**config.mk**
```make
export PLATFORM = sky130hd
export DESIGN_NAME = coffee_tank
export DESIGN_NICKNAME = d
export VERILOG_FILES = /design/src/rtl/coffee_pkg.sv /design/src/rtl/coffee_tank_rate_tick.sv /design/src/rtl/coffee_tank.sv
export SDC_FILE = /design/constraint.sdc
export NUM_CORES = 1
export LEC_CHECK = 0
export ABC_AREA = 1
export BUFFER_PORTS_ARGS = -buffer_cell sky130_fd_sc_hd__buf_2
export CAP_MARGIN = 15
export CORE_UTILIZATION = 45
export CTS_CLUSTER_DIAMETER = 100
export CTS_CLUSTER_SIZE = 10
export DETAILED_ROUTE_END_ITERATION = 16
export GPL_TIMING_DRIVEN = 0
export PLACE_DENSITY = 0.67
export SLEW_MARGIN = 20
export SYNTH_ARGS = -nofsm -noshare
export SYNTH_HDL_FRONTEND = slang
export SYNTH_HIERARCHICAL = 1
export SYNTH_SLANG_ARGS = --single-unit
```
**constraint.sdc**
```tcl
create_clock -name clk -period 6.7 [get_ports clk]
set_clock_uncertainty 0.2 [all_clocks]
set_input_delay 1.005 -clock clk [delete_from_list [all_inputs] [get_ports clk]]
set_output_delay 1.005 -clock clk [all_outputs]
set_load 0.01 [all_outputs]
```
**src/rtl/coffee_pkg.sv**
```systemverilog
// Shared coffee tank definitions: state encoding, level width and thresholds.
// The route controller uses the same FULL_LEVEL/HALF_LEVEL so both ends agree.
// Also provides the divider width helper used by the tank top.
package coffee_pkg;

  localparam int LEVEL_W    = 8;
  localparam int FULL_LEVEL = 100;
  localparam int HALF_LEVEL = 50;

  typedef enum logic [1:0] {
    IDLE = 2'b00,
    FILL = 2'b01,
    POUR = 2'b10
  } state_e;

  // Divider must hold the larger of the two rates, plus one bit of headroom.
  function automatic int div_width(input int a, input int b);
    return $clog2((a > b) ? a : b) + 1;
  endfunction

endpackage

```
**src/rtl/coffee_tank_rate_tick.sv**
```systemverilog
// Loadable modulo-N counter: emits a 1-cycle tick on the cycle the count is N-1.
// Latency: tick is combinational from the count; the count wraps to 0 after a tick.
// Synchronous clear has priority over counting; no backpressure.
module rate_tick #(
  parameter int W = 3
) (
  input  logic         clk,
  input  logic         rst_n,
  input  logic         clr,
  input  logic         en,
  input  logic [W-1:0] n,
  output logic         tick
);

  localparam logic [W-1:0] ONE = W'(1);

  logic [W-1:0] cnt_q;
  logic [W-1:0] cnt_d;

  assign tick = en && (cnt_q == (n - ONE));

  // Next count: clear wins, otherwise advance and wrap on the tick.
  always_comb begin
    cnt_d = cnt_q;
    if (clr) begin
      cnt_d = '0;
    end else if (en) begin
      cnt_d = tick ? '0 : (cnt_q + ONE);
    end
  end

  // Count register with synchronous active-low reset.
  always_ff @(posedge clk) begin
    if (!rst_n) begin
      cnt_q <= '0;
    end else begin
      cnt_q <= cnt_d;
    end
  end

endmodule

```
**src/rtl/coffee_tank.sv**
```systemverilog
// Coffee tank model: fills while docked, pours cups on a request/ack handshake.
// Latency: CupAck lands CUP_SIZE*POUR_DIV edges after entering POUR; all outputs registered.
// A request is answered exactly once (Ack or Deny); it must drop low before it is honoured again.
module coffee_tank #(
  parameter int FULL_LEVEL = coffee_pkg::FULL_LEVEL,
  parameter int CUP_SIZE   = 5,
  parameter int FILL_DIV   = 4,
  parameter int POUR_DIV   = 2
) (
  input  logic                           clk,
  input  logic                           rst_n,
  input  logic                           FillEn,
  input  logic                           CupReq,
  output logic                           CupAck,
  output logic                           CupDeny,
  output logic [coffee_pkg::LEVEL_W-1:0] CoffeeLevel,
  output logic                           Full,
  output logic                           Empty,
  output logic                           Pouring
);

  import coffee_pkg::*;

  localparam int DIV_W = div_width(FILL_DIV, POUR_DIV);

  localparam logic [LEVEL_W-1:0] ONE_L     = LEVEL_W'(1);
  localparam logic [LEVEL_W-1:0] FULL_L    = LEVEL_W'(FULL_LEVEL);
  localparam logic [LEVEL_W-1:0] FULL_LAST = LEVEL_W'(FULL_LEVEL - 1);
  localparam logic [LEVEL_W-1:0] CUP_L     = LEVEL_W'(CUP_SIZE);
  localparam logic [LEVEL_W-1:0] CUP_LAST  = LEVEL_W'(CUP_SIZE - 1);
  localparam logic [DIV_W-1:0]   FILL_N    = DIV_W'(FILL_DIV);
  localparam logic [DIV_W-1:0]   POUR_N    = DIV_W'(POUR_DIV);

  state_e             state_q, state_d;
  logic [LEVEL_W-1:0] level_q, level_d;
  logic [LEVEL_W-1:0] cup_q, cup_d;
  logic               armed_q, armed_d;
  logic               ack_q, ack_d;
  logic               deny_q, deny_d;
  logic               full_q, full_d;
  logic               empty_q, empty_d;

  logic               tick;
  logic [DIV_W-1:0]   div_n;
  logic               div_en;
  logic               div_clr;

  // Divider is held at zero in IDLE so every FILL/POUR starts on a fresh period.
  assign div_n   = (state_q == FILL) ? FILL_N : POUR_N;
  assign div_en  = ((state_q == FILL) && FillEn) || (state_q == POUR);
  assign div_clr = (state_q == IDLE);

  rate_tick #(
    .W (DIV_W)
  ) u_rate_tick (
    .clk   (clk),
    .rst_n (rst_n),
    .clr   (div_clr),
    .en    (div_en),
    .n     (div_n),
    .tick  (tick)
  );

  // Next-state, level and handshake pulses; fill has priority over a pending cup.
  always_comb begin
    state_d = state_q;
    level_d = level_q;
    cup_d   = cup_q;
    ack_d   = 1'b0;
    deny_d  = 1'b0;
    case (state_q)
      IDLE: begin
        if (FillEn && (level_q < FULL_L)) begin
          state_d = FILL;
        end else if (CupReq && armed_q) begin
          if (level_q >= CUP_L) begin
            state_d = POUR;
            cup_d   = '0;
          end else begin
            deny_d = 1'b1;
          end
        end
      end
      FILL: begin
        if (!FillEn) begin
          state_d = IDLE;
        end else if (tick) begin
          level_d = level_q + ONE_L;
          if (level_q == FULL_LAST) begin
            state_d = IDLE;
          end
        end
      end
      POUR: begin
        if (tick) begin
          level_d = level_q - ONE_L;
          cup_d   = cup_q + ONE_L;
          if (cup_q == CUP_LAST) begin
            ack_d   = 1'b1;
            state_d = IDLE;
          end
        end
      end
      default: state_d = IDLE;
    endcase

    // Re-arm only once the requester lets go; a served or refused request disarms.
    if (!CupReq) begin
      armed_d = 1'b1;
    end else if (ack_d || deny_d) begin
      armed_d = 1'b0;
    end else begin
      armed_d = armed_q;
    end

    full_d  = (level_d == FULL_L);
    empty_d = (level_d == '0);
  end

  // State and registered outputs; reset abandons any fill or pour in progress.
  always_ff @(posedge clk) begin
    if (!rst_n) begin
      state_q <= IDLE;
      level_q <= '0;
      cup_q   <= '0;
      armed_q <= 1'b1;
      ack_q   <= 1'b0;
      deny_q  <= 1'b0;
      full_q  <= 1'b0;
      empty_q <= 1'b1;
    end else begin
      state_q <= state_d;
      level_q <= level_d;
      cup_q   <= cup_d;
      armed_q <= armed_d;
      ack_q   <= ack_d;
      deny_q  <= deny_d;
      full_q  <= full_d;
      empty_q <= empty_d;
    end
  end

  assign CupAck      = ack_q;
  assign CupDeny     = deny_q;
  assign CoffeeLevel = level_q;
  assign Full        = full_q;
  assign Empty       = empty_q;
  assign Pouring     = (state_q == POUR);

endmodule

```
Word-level counts from Yosys, hierarchy flattened:

Index checks and enable logic that the tools add are counted.

* flip-flop bits (word level): 26
* bits of input ports: 4
* output and inout port bits: 13
* logic and storage cells: 72

* $add $sub $neg: 5
* magnitude comparators: 2
* eq/ne operators: 15
* multiplexer cells: 27
* bitwise logic cells: 1
* reduce and logical (&&, ||, !) cells: 13

Operators by type and width (count)
* 8-bit 2-to-1 mux: 7
* 8-bit case mux with 2 select lines: 2
* 8-bit by 1-bit adder with 8-bit output (second input constant): 2
* 8-bit by 7-bit equality test with 1-bit output (second input constant): 2
* 2-bit 2-to-1 mux: 8
* 8-bit by 3-bit equality test with 1-bit output (second input constant): 1
* 8-bit by 3-bit >= comparator with 1-bit output (second input constant): 1
* 8-bit zero test: 1
* 8-bit by 7-bit < comparator with 1-bit output (second input constant): 1
* 2-bit by 1-bit inequality test with 1-bit output (second input constant): 4
* 8-bit by 1-bit subtractor with 8-bit output (second input constant): 1
* 1-bit 2-to-1 mux: 7
* 3-bit 2-to-1 mux: 2
* 3-bit by 1-bit inequality test with 1-bit output (second input constant): 2
* 3-bit by 2-bit inequality test with 1-bit output (second input constant): 2
* 2-bit case mux with 3 select lines: 1
* 6-bit AND reduction: 1
* 5-bit AND reduction: 1
* 1-bit logical AND: 4
* 3-bit by 1-bit adder with 3-bit output (second input constant): 1
* 3-bit equality test: 1
* 3-bit by 1-bit subtractor with 3-bit output (second input constant): 1
* 2-bit by 1-bit equality test with 1-bit output (second input constant): 1
* 2-bit equality test (second input constant): 1
* other kinds (7): 8

Logic depth before layout (Yosys ltp):

Gate-level depths: netlist of the first run.

* word-level depth: 9
* depth in mapped cells: 22
* depth with buffers taken out: 21

Cells and area by module:

The synthesis of the first run kept the hierarchy.

By module, submodules not included
* coffee_tank: instances 1, cells an instance 269, area an instance 1660.3 µm², seq. area each 460.4 µm²
* rate_tick: instances 1, cells an instance 42, area an instance 239.0 µm², seq. area each 60.1 µm²

Worst setup path after synthesis of the first run:

Ideal clock, no wire load.

* path kind: input-to-reg
* start point: in FillEn
* end point: reg empty_q, in the netlist Empty
* library setup time: 112 ps
* data arrival time: 2548 ps
* required time: 6388 ps
* path slack: 3840 ps
* stages on the path: 18
* buffers on the path: 1
* cells stage by stage: nand2_1 > nand2_1 > nand2_1 > nor2_1 > nand2_1 > nor2_2 > buf_4 > nand2_1 > nor2_1 > nand3_1 > nand2_1 > nand3_1 > nand2_1 > nand2_1 > nand2_1 > nor2_1 > nand2_1 > nand2_1

* longest elaborated chain between the ends: 7
* elaborated cells on any way between the ends: 8
* those cells by class: mux: 4; reduce/logical: 4

RTL lines
* from (decl): RTL line coffee_tank.sv:12 `input logic FillEn,`
* 1-bit logical AND (*): RTL line coffee_tank.sv:50 `assign div_en = ((state_q == FILL) && FillEn) || (state_q == POUR);`
* 1-bit logical OR (*): RTL line coffee_tank.sv:50
* named net div_en: RTL line coffee_tank.sv:45 `logic div_en;`
* 1-bit logical AND (*): RTL line coffee_tank_rate_tick.sv:20 `assign tick = en && (cnt_q == (n - ONE));`
* named net tick: RTL line coffee_tank.sv:43 `logic tick;`
* 8-bit 2-to-1 mux: RTL line coffee_tank.sv:87 `end else if (tick) begin`
* 8-bit 2-to-1 mux: RTL line coffee_tank.sv:85 `if (!FillEn) begin`
* 8-bit case mux with 2 select lines (*): RTL line coffee_tank.sv:71 `case (state_q)`
* 8-bit zero test (*): RTL line coffee_tank.sv:117 `empty_d = (level_d == '0);`
* to (signal assigned): RTL line coffee_tank.sv:139 `empty_q <= empty_d;`
* to (decl): RTL line coffee_tank.sv:41 `logic empty_q, empty_d;`

Mark *: on every way through the listed nets, which the timed path passes. The rest lies on a longest branch.
A chain may end at the register's enable or synchronous reset.

Final worst setup path of the first run:

* start point: reg state_q[1]
* end point: reg empty_q, in the netlist Empty

* longest elaborated chain between the ends: 9
* elaborated cells on any way between the ends: 13
* those cells by class: add/sub: 1; eq/ne: 3; mux: 5; reduce/logical: 4

RTL lines
* from (decl): RTL line coffee_tank.sv:34 `state_e state_q, state_d;`
* from (signal assigned): RTL line coffee_tank.sv:132 `state_q <= state_d;`
* 2-bit by 1-bit equality test with 1-bit output (*): RTL line coffee_tank.sv:49 `assign div_n = (state_q == FILL) ? FILL_N : POUR_N;`
* 3-bit 2-to-1 mux (*): RTL line coffee_tank.sv:49
* named net div_n[2]: RTL line coffee_tank.sv:44 `logic [DIV_W-1:0] div_n;`
* 3-bit by 1-bit subtractor with 3-bit output (*): RTL line coffee_tank_rate_tick.sv:20
* 3-bit equality test (*): RTL line coffee_tank_rate_tick.sv:20
* 1-bit logical AND (*): RTL line coffee_tank_rate_tick.sv:20
* named net tick: RTL line coffee_tank.sv:43
* 8-bit 2-to-1 mux: RTL line coffee_tank.sv:87
* 8-bit 2-to-1 mux: RTL line coffee_tank.sv:85
* 8-bit case mux with 2 select lines (*): RTL line coffee_tank.sv:71
* 8-bit zero test (*): RTL line coffee_tank.sv:117

Marks and branches as above.

==> impl_metrics.tcl, run 1 <==
set metrics [dict create \
    portBuffers 16 \
    wl_per_cell_um 12.1 \
    cts_hold_buf 0 \
    grt_overflow 0 \
    top_usage_layer "met2" \
    leakage_nw 0.996 \
    critical_path_class "reg2reg" \
    yosysUniqueCellTypes 31 \
    clock_sinks 26 \
    final_common_cell "nand2_1" \
    vias 1940 \
    cp.required_ns 6.73 \
    cts_resized 0 \
    hold_viol 0 \
    tightestPinTransition_ns 0.571 \
    use_met2 0.396 \
    worst_ep_arrival_time_ns 3.35 \
    rrSetupSlack_ns 3.38 \
    diodes 0 \
    syn2layout_area_growth_pct 11.7 \
    cts-root-buf "clkbuf_8" \
    grt.met3_usage 0.0291 \
    max_clock_freq_mhz 301 \
    outcome "complete, no violations" \
    rr_worst_depth 21 \
    htreeDepth 1 \
    rsz0062_at_grt "false" \
    grt_max_degree 16 \
    die-area_um2 4480 \
    tns_ns 0 \
    post_cts_buffers 0 \
    met1_usage 0.258 \
    die_h_um 67.0 \
    cap_violations 0 \
    via_per_inst 5.07 \
    min_path_cells 2 \
    max-slew-margin-rel 0.619 \
    first_global_vias 1669 \
    grt_usage 0.217 \
    period_share 0.495 \
    placedCellCount 379 \
    min-delay-path-class "reg2reg" \
    antenna_found_initial 0 \
    clock_latency_ns 0.28 \
    setup_viol_count_final 0 \
    nets 348 \
    clk_pin_slew_ns 0.10 \
    ys_ff_latch 26 \
    ant_nets 0 \
    syn_area_um2 1900 \
    regToRegEndpoint "Empty$_SDFF_PN1_" \
    seq_area_frac_synth 0.274 \
    power.density_nw_per_um2 307 \
    gp_congestion 0.854 \
    grt_pass1_wl_um 7350 \
    holdCritStartpoint "cup_q[7]$_SDFFE_PN0P_" \
    drt_iter0_drc 160 \
    slew_viol_final 0 \
    row_count 23 \
    firstDrtPassIters 4 \
    fin_cells 383 \
    crit_path_max_fanout 10 \
    startpoint "state_q[1]$_SDFFE_PN0P_" \
    yosys_warnings 6 \
    drc_errors 0 \
    mostFrequentLayoutCells "nand2_1 (88), nand3_1 (46), nor2_1 (44), inv_1 (34), dfxtp_1 (26)" \
    min_period_ns 3.32 \
    ios 17 \
    place_hpwl_um 3440 \
    initial_core_util 0.471 \
    min_to "cup_q[7]$_SDFFE_PN0P_" \
    start_kind "register" \
    die_w_um 67.0 \
    cts_tree "done" \
    avgSynthCellArea_um2 6.11 \
    drt_wl_total_um 4620 \
    core-area_um2 4030 \
    r2r_start "state_q[1]$_SDFFE_PN0P_" \
    drive_above_1_share 0.120 \
    vdd_drop_max_mv 0.119 \
    clock_path_buffers 2 \
    endpoint_kind "register" \
    synthCells 311 \
    cts_made_buffers 3 \
]
==> synth_stat cells <==
cell,n,share of area
a21oi_2,1,0.0046
o21ai_4,1,0.0086
conb_1,1,0.0020
nand4_1,6,0.020
nand2_4,2,0.012
nor4_1,1,0.0033
o21bai_1,1,0.0040
buf_4,3,0.012
a21oi_1,12,0.032
o21ai_0,6,0.016
xnor2_1,3,0.014
or2_2,1,0.0033
o211ai_1,3,0.012
nand3_1,46,0.12
nor2_2,1,0.0033
inv_2,3,0.0059
nor2_1,44,0.087
nand2_1,88,0.17
nor3_1,2,0.0053
xor2_1,3,0.014
ha_1,10,0.066
clkbuf_1,2,0.0040
clkinv_1,1,0.0020
buf_2,2,0.0053
dfxtp_1,26,0.27
inv_1,34,0.067
nand3_2,1,0.0053
nand2_2,4,0.013
inv_4,1,0.0033
a21boi_0,1,0.0040
o22ai_1,1,0.0033
==> routing by layer <==
layer	part of all wire	routed length, um
met3	0.035	161
met1	0.46	2120
met5	0	0
met4	0.016	72
met2	0.49	2270
==> how the worst max path moves through the flow <==
stage | depth (start not counted) | endpoint | slack [ns]
global placement | 18 | Full$_SDFF_PN0_ | 3.18
CTS | 21 | Empty$_SDFF_PN1_ | 3.38
floorplan | 18 | Empty$_SDFF_PN1_ | 3.84
finish | 21 | Empty$_SDFF_PN1_ | 3.38
global route | 21 | Full$_SDFF_PN0_ | 3.10
detailed placement | 18 | Empty$_SDFF_PN1_ | 3.15
==> where the power goes <==
group / internal (W) / switching (W)
Combinational: 0.000104 / 0.000225
Sequential: 0.000174 / 0.0000124
Clock: 0.0000801 / 0.0000545
==> flip-flops by register name (all words and copies together), names as in the netlist <==
register and cells:
CoffeeLevel 8, cup_q 8, u_rate_tick/cnt_q 3, state_q 2, CupAck 1, CupDeny 1
Empty 1, Full 1, armed_q 1
==> per-stage QoR <==
stage	utilization	total power (W)	hold slack (ns)	setup slack [ns]	instance area, um2
2_1_floorplan	-	0.000436	0.266	3.84	1910
3_3_place_gp	0.509	0.000514	0.287	3.18	2050
3_5_place_dp	0.509	0.000517	0.289	3.15	2050
4_1_cts	0.526	0.000652	0.306	3.38	2120
5_1_grt	0.526	0.000698	0.336	3.10	2120
6_report	0.526	0.000650	0.305	3.38	2120
==> layout make-up <==
cell class,count,area [um2]
clock inverter,1,30.0
buffer,7,40.0
sequential,26,520
tap,50,62.6
multi-input combinational,241,1200
clock buffer,3,41.3
timing repair buffer,16,80.1
inverter,39,149
fill,431,1910
==> logic make-up after synthesis <==
kind of cell / synth area share
xor gates and xnor gates: 0.0277
buffers and inverters: 0.0995
AOI/OAI and AO/OA: 0.0837
adders and majority gates: 0.0659
DFF: 0.274
and+or+nand+nor: 0.447
other: 0.00197
==> worst max-delay path, cell delays in order, from the launching register on <==
cell and delay (ns):
dfxtp_1 0.34, inv_1 0.08, ha_1 0.41, inv_1 0.17
inv_1 0.09, ha_1 0.24, nand2_1 0.07, inv_1 0.03
nor2_1 0.07, nand2_1 0.06, nor2_2 0.18, buf_4 0.21
inv_1 0.06, nand2_2 0.21, nand3_1 0.11, nand2_1 0.08
o21ai_0 0.10, nor2_1 0.20, nand3_1 0.10, nor2_1 0.13
nand2_1 0.07, nand2_1 0.06
Note: power is estimated with default switching activity, not from simulation.
==> inputs of run 2 (changes only) <==
Clock period 6.7 ns to 3.3 ns, I/O delays scaled along.
==> impl_metrics.tcl, run 2 (synthesized netlist as in run 1, its figures left out) <==
set metrics [dict create \
    cts_tree "done" \
    min_to "armed_q$_SDFFE_PN1P_" \
    final_common_cell "nand2_1" \
    row_count 23 \
    die-area_um2 4480 \
    grt_max_degree 16 \
    clock_sinks 26 \
    ios 17 \
    cp.required_ns 3.33 \
    drc_errors 0 \
    via_per_inst 5.09 \
    nFillCells 429 \
    cts_hold_buf 0 \
    wl_per_cell_um 12.1 \
    drive_above_1_share 0.138 \
    mostFrequentLayoutCells "nand2_1 (87), nand3_1 (46), nor2_1 (43), inv_1 (33), dfxtp_1 (26)" \
    ff_latch_area_um2 520 \
    grt_usage 0.218 \
    gp_congestion 0.854 \
    leakage_nw 0.999 \
    max-slew-margin-rel 0.619 \
    max_clock_freq_mhz 326 \
    htreeDepth 1 \
    tightestPinTransition_ns 0.571 \
    pre_cts_ws_ns 0.00563 \
    regToRegEndpoint "Empty$_SDFF_PN1_" \
    critical_path_class "reg2reg" \
    nets 349 \
    start_kind "register" \
    drt_iter0_drc 153 \
    portBuffers 16 \
    ant_nets 0 \
    cts_made_buffers 3 \
    initial_core_util 0.471 \
    holdCritStartpoint "CupReq" \
    diodes 0 \
    clock_path_buffers 2 \
    power.density_nw_per_um2 629 \
    cts-root-buf "clkbuf_8" \
    die_h_um 67.0 \
    min-delay-path-class "in2reg" \
    clk_pin_slew_ns 0.10 \
    grt_overflow 0 \
    setup_viol_count_final 0 \
    fin_cells 384 \
    min_path_cells 2 \
    core-area_um2 4030 \
    vdd_drop_max_mv 0.243 \
    syn2layout_area_growth_pct 13.6 \
    antenna_found_initial 0 \
    outcome "complete, no violations" \
    hold_viol 0 \
    tns_ns 0 \
    drt_wl_total_um 4630 \
    slew_viol_final 0 \
    multi_input_area_um2 1220 \
    place_hpwl_um 3440 \
    layout_setup_ws_ns 0.236 \
    rr_worst_depth 20 \
    vias 1955 \
    min_period_ns 3.06 \
    clock_latency_ns 0.28 \
    rrSetupSlack_ns 0.24 \
    crit_path_max_fanout 10 \
    endpoint_kind "register" \
    cap_violations 0 \
    die_w_um 67.0 \
    firstDrtPassIters 4 \
    period_share 0.929 \
    worst_ep_arrival_time_ns 3.09 \
    first_global_vias 1670 \
    rsz0062_at_grt "false" \
    r2r_start "state_q[1]$_SDFFE_PN0P_" \
    grt_pass1_wl_um 7370 \
    placedCellCount 379 \
]
run 2: cell count changes in the layout (fill, tap and decap cells not counted), sizes merged:
| cell | delta |
|---|---|
| buf | +1 |
| clkinvlp | +1 |
| inv | -1 |
run 2: worst max-delay path by stage:
stage	end	slack, ns	cells after the start	from
2_1_floorplan	Empty$_SDFF_PN1_	0.62	21	state_q[1]$_SDFFE_PN0P_
3_3_place_gp	Full$_SDFF_PN0_	0.02	21	state_q[1]$_SDFFE_PN0P_
3_5_place_dp	Empty$_SDFF_PN1_	0.006	21	state_q[1]$_SDFFE_PN0P_
4_1_cts	Empty$_SDFF_PN1_	0.10	19	state_q[0]$_SDFFE_PN0P_
5_1_grt	Full$_SDFF_PN0_	0.008	21	state_q[1]$_SDFFE_PN0P_
6_report	Empty$_SDFF_PN1_	0.24	20	state_q[1]$_SDFFE_PN0P_
run 2: what timing repair did:
item	4_1_cts	5_1_grt
buffers inserted	0	1
endpoints found under the hold margin	0	0
setup endpoints to repair	2	3
gates cloned	0	0
resized for setup	1	6
run 2: cell type report:
class	count	share of cell area
multi-input cells	241	0.567
well taps	50	0.0290
repair buffers	17	0.0406
clock inverters	1	0.0139
plain buffers	7	0.0186
flip-flops and latches	26	0.241
inverters	39	0.0708
clock buffers	3	0.0191
run 2: critical path, cell delays in order, from the launching register on:
cell and delay, ns:
dfxtp_1 0.36, inv_1 0.10, ha_4 0.21, inv_1 0.12
inv_1 0.06, ha_1 0.29, nor2_1 0.05, nor2_1 0.09
nand2_1 0.06, nor2_2 0.18, buf_4 0.21, nand3_1 0.11
nor2_1 0.26, a21oi_1 0.13, nand2_1 0.08, nand3_1 0.07
nand2_1 0.12, nand3_1 0.08, nor2_1 0.09, nand2_1 0.05
nand2_1 0.06
run 2: stage by stage:
| stage | hold WS, ns | total power, W | utilization | area [um2] |
|---|---|---|---|---|
| after floorplan | 0.266 | 0.000885 | - | 1910 |
| after global placement | 0.287 | 0.00104 | 0.509 | 2050 |
| after detailed placement | 0.289 | 0.00105 | 0.509 | 2050 |
| after CTS | 0.213 | 0.00133 | 0.527 | 2120 |
| after global routing | 0.221 | 0.00145 | 0.535 | 2160 |
| final | 0.214 | 0.00136 | 0.535 | 2160 |
run 2: power by group:
| part | internal [W] | total, W | switching (W) |
|---|---|---|---|
| Combinational | 0.000232 | 0.000702 | 0.000470 |
| Sequential | 0.000353 | 0.000382 | 0.0000292 |
| Clock | 0.000163 | 0.000273 | 0.000110 |
run 2: routing by layer:
layer  global-route usage  up-vias  part of all wire
met5                    0        -                 0
met4               0.0665        0             0.021
met3               0.0291       11             0.034
met2                0.402       27              0.49
met1                0.256      881              0.46
li1                     -     1036                 -
==> inputs of run 3 (changes only) <==
Settings changed: CELL_PAD_IN_SITES_DETAIL_PLACEMENT set to 0, CELL_PAD_IN_SITES_GLOBAL_PLACEMENT set to 1, CORE_UTILIZATION 45 to 41, PLACE_DENSITY 0.67 to 0.83, SLEW_MARGIN 20 to unset.
==> impl_metrics.tcl, run 3 (synthesized netlist as in run 1, its figures left out) <==
set metrics [dict create \
    grt_overflow 0 \
    holdCritStartpoint "CupReq" \
    place_hpwl_um 3510 \
    mostFrequentLayoutCells "nand2_1 (87), nand3_1 (46), nor2_1 (42), inv_1 (32), dfxtp_1 (26)" \
    clock_latency_ns 0.28 \
    hold_viol 0 \
    ant_nets 0 \
    drt_iter0_drc 105 \
    diodes 0 \
    r2r_start "state_q[1]$_SDFFE_PN0P_" \
    vias 1941 \
    cts-root-buf "clkbuf_8" \
    power.density_nw_per_um2 627 \
    seqPwrFrac 0.280 \
    cts_made_buffers 3 \
    die_h_um 70.1 \
    antenna_found_initial 0 \
    wl_per_cell_um 12.0 \
    leakage_nw 0.997 \
    core-area_um2 4410 \
    syn2layout_area_growth_pct 13.7 \
    die-area_um2 4910 \
    grt_max_degree 16 \
    worst_ep_arrival_time_ns 2.99 \
    rsz0062_at_grt "false" \
    swShare 0.449 \
    via_per_inst 5.04 \
    min-delay-path-class "in2reg" \
    startpoint "state_q[1]$_SDFFE_PN0P_" \
    first_global_vias 1853 \
    drive_above_1_share 0.141 \
    clock_path_buffers 2 \
    period_share 0.902 \
    crit_slowest_cell "dfxtp_1" \
    clock_sinks 26 \
    critical_path_class "reg2reg" \
    final_common_cell "nand2_1" \
    endpoint_kind "register" \
    clk_pin_slew_ns 0.10 \
    cap_violations 0 \
    start_kind "register" \
    slowest_delay_ns 0.37 \
    hold-worst-slack_ns 0.214 \
    max_clock_freq_mhz 336 \
    post_cts_buffers 0 \
    slew_viol_final 0 \
    tightestPinTransition_ns 0.584 \
    gp_congestion 0.843 \
    crit_family "simple AND/OR/NAND/NOR gates" \
    placedCellCount 381 \
    switchingPower_w 0.000608 \
    cts_hold_buf 0 \
    die_w_um 70.1 \
    nets 348 \
    outcome "complete, no violations" \
    grt_pass1_wl_um 8250 \
    p_comb_frac 0.516 \
    drt_wl_total_um 4630 \
    crit_chain "inv_1 -> ha_4 -> inv_2 -> inv_1 -> ha_1 -> nor2_1 -> nor2_1 -> nand2_1 -> nor2_4 -> buf_6 -> inv_1 -> nand2_4 -> nand3_1 -> nand2_1 -> a21boi_0 -> nor2_1 -> nand3_1 -> nor2_2 -> inv_1 -> nor2_1" \
    cts_tree "done" \
    crit_path_max_fanout 10 \
    grt_usage 0.208 \
    htreeDepth 1 \
    row_count 24 \
    portBuffers 16 \
    setup_viol_count_final 0 \
    vdd_drop_max_mv 0.324 \
    drc_errors 0 \
    fin_cells 385 \
    path_buf_inv 6 \
    ios 17 \
    intPower_w 0.000745 \
    total_power_w 0.00135 \
    initial_core_util 0.430 \
    max-slew-margin-rel 0.611 \
    clockPowerShare 0.203 \
    min_period_ns 2.98 \
    firstDrtPassIters 4 \
    cp.required_ns 3.32 \
]
[run 3: what timing repair did]
| item | in CTS | in global routing |
|---|---|---|
| cloned | 0 | 0 |
| endpoints found under the setup margin | 2 | 5 |
| pin swaps | 0 | 1 |
| resized for setup | 1 | 10 |
[run 3: layout make-up]
| cell class | instances | area, um2 |
|---|---|---|
| flip-flops and latches | 26 | 520 |
| clock inverters | 1 | 30.0 |
| repair buffers | 16 | 80.1 |
| plain buffers | 7 | 43.8 |
| clock buffers | 3 | 41.3 |
| multi-input cells | 241 | 1230 |
| inverters | 39 | 149 |
| well taps | 52 | 65.1 |
| fillers | 475 | 2250 |
[run 3: worst paths after layout]
kind	cells after the start	end	slack [ns]
setup / recovery	20	Full$_SDFF_PN0_	0.32
hold / removal	2	armed_q$_SDFFE_PN1P_	0.21
setup reg to reg	20	Full$_SDFF_PN0_	0.32
hold reg to reg	2	cup_q[7]$_SDFFE_PN0P_	0.30
[run 3: worst register-to-register path: stages, from the launching register on]
cell	delay, ns
dfxtp_1	0.37
inv_1	0.09
ha_4	0.21
inv_2	0.09
inv_1	0.05
ha_1	0.28
nor2_1	0.04
nor2_1	0.10
nand2_1	0.09
nor2_4	0.16
buf_6	0.16
inv_1	0.08
nand2_4	0.14
nand3_1	0.10
nand2_1	0.08
a21boi_0	0.11
nor2_1	0.21
nand3_1	0.12
nor2_2	0.11
inv_1	0.04
nor2_1	0.09
[run 3: power groups by stage]
| stage | Combinational (W) | Sequential [W] | Clock (W) |
|---|---|---|---|
| 3_3_place_gp | 0.000668 | 0.000383 | 0 |
| 2_1_floorplan | 0.000496 | 0.000389 | 0 |
| 5_1_grt | 0.000801 | 0.000385 | 0.000293 |
| 6_report | 0.000699 | 0.000380 | 0.000275 |
| 4_1_cts | 0.000673 | 0.000377 | 0.000278 |
| 3_5_place_dp | 0.000669 | 0.000384 | 0 |
[run 3: routing by layer]
metal  vias to the layer above  global-route usage  share of wire
li1                       1031                   -              -
met4                         0               0.102          0.036
met2                        47               0.340           0.45
met3                        13              0.0303          0.034
met5                         -                   0              0
met1                       850               0.267           0.48
[run 3: through the flow]
step	utilization	area [um2]	TNS (ns)	setup slack [ns]
2_1_floorplan	-	1910	0	0.623
3_3_place_gp	0.465	2050	-0.0958	-0.0501
3_5_place_dp	0.465	2050	-0.0987	-0.0723
4_1_cts	0.482	2130	0	0.0467
5_1_grt	0.489	2160	0	0.00293
6_report	0.489	2160	0	0.324
